[config.mk]
export PLATFORM = sky130hd
export DESIGN_NAME = multicycle_control
export DESIGN_NICKNAME = d
export VERILOG_FILES = /design/src/rtl/multicycle_control.sv
export SDC_FILE = /design/constraint.sdc
export NUM_CORES = 1
export LEC_CHECK = 0
export ABC_AREA = 1
export CORE_ASPECT_RATIO = 0.9
export CORE_UTILIZATION = 41
export DETAILED_ROUTE_END_ITERATION = 10
export GPL_ROUTABILITY_DRIVEN = 0
export PLACE_DENSITY_LB_ADDON = 0.12
export SYNTH_ARGS = -nofsm -noshare
export SYNTH_HDL_FRONTEND = slang
export SYNTH_SLANG_ARGS = --single-unit
[constraint.sdc]
create_clock -name clk -period 3.3 [get_ports clk]
set_input_delay 0.66 -clock clk [delete_from_list [all_inputs] [get_ports clk]]
set_output_delay 0.66 -clock clk [all_outputs]
set_load 0.01 [all_outputs]
[src/rtl/multicycle_control.sv]
// ============================================================================
// Module   : multicycle_control
// Purpose  : Moore control FSM for the multicycle MIPS datapath. Optional
//            macro ILLEGAL_TRAP_EN traps unsupported instructions into HALT.
// Revision : 1.0 - initial release
// ============================================================================
`default_nettype none

module multicycle_control (
  input  logic       clk,
  input  logic       reset,
  input  logic [5:0] opcode,
  input  logic [5:0] funct,
  input  logic       zero,
  output logic       ir_we,
  output logic       pc_we,
  output logic       mem_we,
  output logic       reg_we,
  output logic       iord,
  output logic       alu_src_a,
  output logic [1:0] alu_src_b,
  output logic [2:0] alu_op,
  output logic [1:0] reg_dst,
  output logic [1:0] wd_sel,
  output logic [1:0] pc_src,
  output logic       instr_done,
  output logic       illegal,
  output logic [3:0] state
);

  typedef enum logic [3:0] {
    S_FETCH     = 4'd0,
    S_DECODE    = 4'd1,
    S_MEM_ADDR  = 4'd2,
    S_MEM_READ  = 4'd3,
    S_MEM_WB    = 4'd4,
    S_MEM_WRITE = 4'd5,
    S_R_EXEC    = 4'd6,
    S_R_WB      = 4'd7,
    S_I_EXEC    = 4'd8,
    S_I_WB      = 4'd9,
    S_BRANCH    = 4'd10,
    S_JUMP      = 4'd11,
    S_JAL       = 4'd12,
    S_JR        = 4'd13,
    S_RSVD      = 4'd14,
    S_HALT      = 4'd15
  } state_t;

  localparam logic [5:0] OP_RTYPE = 6'h00;
  localparam logic [5:0] OP_J     = 6'h02;
  localparam logic [5:0] OP_JAL   = 6'h03;
  localparam logic [5:0] OP_BNE   = 6'h05;
  localparam logic [5:0] OP_ADDI  = 6'h08;
  localparam logic [5:0] OP_XORI  = 6'h0E;
  localparam logic [5:0] OP_LW    = 6'h23;
  localparam logic [5:0] OP_SW    = 6'h2B;

  localparam logic [5:0] FN_JR  = 6'h08;
  localparam logic [5:0] FN_ADD = 6'h20;
  localparam logic [5:0] FN_SUB = 6'h22;
  localparam logic [5:0] FN_SLT = 6'h2A;

  localparam logic [2:0] ALU_ADD = 3'b000;
  localparam logic [2:0] ALU_SUB = 3'b001;
  localparam logic [2:0] ALU_XOR = 3'b010;
  localparam logic [2:0] ALU_SLT = 3'b011;

  state_t state_q, state_d;
  state_t dec_target;
  logic   dec_legal;

  // Instruction classification used by DECODE.
  always_comb begin
    dec_target = S_FETCH;
    dec_legal  = 1'b1;
    case (opcode)
      OP_LW, OP_SW:     dec_target = S_MEM_ADDR;
      OP_ADDI, OP_XORI: dec_target = S_I_EXEC;
      OP_BNE:           dec_target = S_BRANCH;
      OP_J:             dec_target = S_JUMP;
      OP_JAL:           dec_target = S_JAL;
      OP_RTYPE: begin
        case (funct)
          FN_ADD, FN_SUB, FN_SLT: dec_target = S_R_EXEC;
          FN_JR:                  dec_target = S_JR;
          default:                dec_legal  = 1'b0;
        endcase
      end
      default: dec_legal = 1'b0;
    endcase
  end

  always_ff @(posedge clk) begin
    if (reset) begin
      state_q <= S_FETCH;
    end else begin
      state_q <= state_d;
    end
  end

  always_comb begin
    state_d = S_FETCH;
    case (state_q)
      S_FETCH:  state_d = S_DECODE;
      S_DECODE: begin
        if (dec_legal) begin
          state_d = dec_target;
        end else begin
`ifdef ILLEGAL_TRAP_EN
          state_d = S_HALT;
`else
          state_d = S_FETCH;
`endif
        end
      end
      S_MEM_ADDR: state_d = (opcode == OP_LW) ? S_MEM_READ : S_MEM_WRITE;
      S_MEM_READ: state_d = S_MEM_WB;
      S_R_EXEC:   state_d = S_R_WB;
      S_I_EXEC:   state_d = S_I_WB;
`ifdef ILLEGAL_TRAP_EN
      S_HALT:     state_d = S_HALT;
`endif
      default:    state_d = S_FETCH;
    endcase
  end

`ifdef ILLEGAL_TRAP_EN
  logic illegal_q, illegal_d;

  always_comb begin
    illegal_d = illegal_q;
    if (state_q == S_DECODE && !dec_legal) begin
      illegal_d = 1'b1;
    end
  end

  always_ff @(posedge clk) begin
    if (reset) begin
      illegal_q <= 1'b0;
    end else begin
      illegal_q <= illegal_d;
    end
  end

  assign illegal = illegal_q & ~reset;
`else
  assign illegal = 1'b0;
`endif

  assign state = state_q;

  // Outputs are a function of state only (pc_we in BRANCH and the NOP pulse
  // in DECODE excepted); reset overrides everything combinationally.
  always_comb begin
    ir_we      = 1'b0;
    pc_we      = 1'b0;
    mem_we     = 1'b0;
    reg_we     = 1'b0;
    iord       = 1'b0;
    alu_src_a  = 1'b0;
    alu_src_b  = 2'b00;
    alu_op     = ALU_ADD;
    reg_dst    = 2'b00;
    wd_sel     = 2'b00;
    pc_src     = 2'b00;
    instr_done = 1'b0;
    if (!reset) begin
      case (state_q)
        S_FETCH: begin
          ir_we     = 1'b1;
          pc_we     = 1'b1;
          alu_src_b = 2'b01;
        end
        S_DECODE: begin
`ifndef ILLEGAL_TRAP_EN
          instr_done = ~dec_legal;
`endif
        end
        S_MEM_ADDR: begin
          alu_src_a = 1'b1;
          alu_src_b = 2'b10;
        end
        S_MEM_READ: iord = 1'b1;
        S_MEM_WB: begin
          reg_we     = 1'b1;
          wd_sel     = 2'b01;
          instr_done = 1'b1;
        end
        S_MEM_WRITE: begin
          iord       = 1'b1;
          mem_we     = 1'b1;
          instr_done = 1'b1;
        end
        S_R_EXEC: begin
          alu_src_a = 1'b1;
          case (funct)
            FN_SUB:  alu_op = ALU_SUB;
            FN_SLT:  alu_op = ALU_SLT;
            default: alu_op = ALU_ADD;
          endcase
        end
        S_R_WB: begin
          reg_we     = 1'b1;
          reg_dst    = 2'b01;
          instr_done = 1'b1;
        end
        S_I_EXEC: begin
          alu_src_a = 1'b1;
          if (opcode == OP_XORI) begin
            alu_src_b = 2'b11;
            alu_op    = ALU_XOR;
          end else begin
            alu_src_b = 2'b10;
          end
        end
        S_I_WB: begin
          reg_we     = 1'b1;
          instr_done = 1'b1;
        end
        S_BRANCH: begin
          alu_src_a  = 1'b1;
          alu_op     = ALU_SUB;
          pc_src     = 2'b01;
          pc_we      = ~zero;
          instr_done = 1'b1;
        end
        S_JUMP: begin
          pc_we      = 1'b1;
          pc_src     = 2'b10;
          instr_done = 1'b1;
        end
        S_JAL: begin
          reg_we     = 1'b1;
          reg_dst    = 2'b10;
          wd_sel     = 2'b10;
          pc_we      = 1'b1;
          pc_src     = 2'b10;
          instr_done = 1'b1;
        end
        S_JR: begin
          pc_we      = 1'b1;
          pc_src     = 2'b11;
          instr_done = 1'b1;
        end
        default: ;
      endcase
    end
  end

endmodule

`default_nettype wire
==> qor.txt <==
Setup-failing EPs final: 0
initial antenna violation count: 0
die height: 40.6 um
post-CTS sizing: 0
EDFF count, synth: 0
Post-DRT Antenna Nets: 0
Fin. Hold Viols: 0
Fin Hold WS: 736 ps
count of different cell masters after synthesis: 18
Post-CTS Setup Bufs: 0
WS Path Type: in -> out
#FFs+latches synth: 4
Worst-path clk slew: 30 ps
Final Util: 71.9%
Worst VDD drop: 0.144 mV
Layout Skew: 1.10 ps
Pleak: 0.520 nW
Fin Setup TNS: 0 ps
largest net degree at the start of global routing: 11
starting density of the core: 45.4%
GRT Max-Usage Layer: met2
Largest register FFs: 4
Via Count: 975
FMAX: 323 MHz
Rows: 13
DR pass1 iterations: 4
period utilization: 93.9%
Layout fillers: 163
Nets: 194
sequential element share of the synthesized area: 11.8%
fraction of layout cells with a size suffix above 1: 5.08%
Sink Count: 4
crit path cell chain: clkdlybuf4s50_1 > nor2_1 > nand2_1 > nand2_1 > nand2_1 > nand2_1 > nor2_1 > nand3_1 > a21oi_1 > clkdlybuf4s50_1
Worst Setup End Kind: output port
CP required: 2640 ps
outcome: finished, final reports clean
Period minus WS final: 3100 ps
CTS Buf Count: 3
Hold Path Class: reg -> reg
first-pass GRT wire length: 3130 um
clk buf depth: 2
pre-CTS setup slack: 226 ps
Top FF cell, synth: dfxtp_1
Die Area: 1820 sq um
Routed WL: 1990 um
Core Footprint: 1500 sq um
fin worst setup slack: 201 ps
htree depth: 1
vias in the first global route: 787
CP dominant cell by count: nand2_1
Gate Count Post-Synth: 140
M1 GR Usage: 29.7%
share of async-settable or async-resettable flops after synthesis: 0%
unrepaired setup endpoints after global routing: no
DP HPWL: 1700 um
Starting DRT DRC Count: 34
MaxCap Viol Count: 0
M3 GR Usage: 3.08%
Crit Path Max Fanout: 5
DR DRC count: 0
Syn Area/Cell: 4.85 sq um
CTS Hold Bufs: 0
slowest stage cell on the critical path: clkdlybuf4s50_1
Clock Latency Late Sink: 230 ps
crit path DAT: 2440 ps
area grow syn2layout: 58.4%
Clock Tree Root: clkbuf_4
Die W: 44.9 um
DR WL/cell: 10.0 um
warning count from the yosys run: 0
TritonCTS clock tree: done
critical path launch point type: input pin
grt ovf: 0
io pins: 38
Post-Syn Area: 679 sq um
Port Buffers: 35
max-slew violations: 0
antenna diode count: 0
Crit path largest cell delay: 550 ps
Avg Vias per Cell: 4.90
Total GRT Usage: 23.4%
PD cells: 172 nW/um^2
met2 GRT Util: 41.5%
[worst max-delay path, delay by kind of cell]
kind | cells | cell delay, ps
simple gates | 7 | 530
buf+inv | 2 | 1090
compound gates | 1 | 160
[path summary, 6_finish.rpt]
| check | end | slack, ps | cells past startpoint | start |
|---|---|---|---|---|
| min | state[2] | 740 | 4 | state[0] |
| min reg2reg | state[2] | 740 | 4 | state[0] |
| max | instr_done | 200 | 10 | opcode[1] |
| max reg2reg | state[2] | 1980 | 6 | state[1] |
[layout make-up]
| cell class | count | area [sq um] | share of cell area [%] |
|---|---|---|---|
| clock buffers | 3 | 22.5 | 2.09 |
| inverters | 27 | 101 | 9.42 |
| multi-input cells | 106 | 479 | 44.5 |
| flip-flops and latches | 4 | 80.1 | 7.44 |
| well taps | 22 | 27.5 | 2.56 |
| repair buffers | 37 | 365 | 34.0 |
[kinds of logic (layout without fill, tap and decap cells)]
| group | after synthesis | in the layout | synth area share [%] |
|---|---|---|---|
| AOI/OAI and AO/OA | 21 | 21 | 16.4 |
| other | 1 | 2 | 0.552 |
| and+or+nand+nor | 83 | 83 | 53.0 |
| buffers and inverters | 31 | 67 | 18.2 |
| DFF | 4 | 4 | 11.8 |
[power by group]
group	internal [mW]	leakage (nW)	switching (mW)
logic	0.0375	0.474	0.0382
registers	0.0504	0.0326	0.00172
clock network	0.0405	0.0138	0.0169
total	0.128	0.520	0.0567
[layer usage]
layer  vias to the layer above  share of wire (%)
met5                         -                  0
met4                         0                  0
met3                         0                6.3
met2                        39                 46
met1                       419                 47
li1                        517                  -
[synthesized netlist by cell type, types with 2 or more instances]
cell type  count  area [sq um]
nand2_1       24          90.1
nand2_2        2          12.5
nor2_1        31           116
nor3_1         6          30.0
a21oi_1       15          75.1
o21ai_0        3          15.0
inv_1         27           101
clkbuf_1       2          7.51
buf_4          2          15.0
nand3_1       16          80.1
dfxtp_1        4          80.1
nand4_1        2          12.5
[cell usage in the layout (no fill, tap or decap), drive strengths merged]
cell	Yosys	routed
nand3	16	16
clkbuf	2	3
nor3	6	6
a21oi	15	15
nand3b	1	1
nand4	2	2
conb	1	2
dfxtp	4	4
inv	27	27
a31o	1	1
buf	2	2
a31oi	1	1
o22ai	1	1
clkdlybuf4s50	0	35
o21ai	3	3
nor2	32	32
nand2	26	26
[through the flow]
stage / power, mW / instance area [sq um] / std cells
floorplan: 0.0894 / 683 / 141
global placement: 0.126 / 1050 / 196
detailed placement: 0.128 / 1050 / 196
CTS: 0.188 / 1080 / 199
global route: 0.199 / 1080 / 199
finish: 0.185 / 1080 / 199
(Power assumes the default switching activity.)
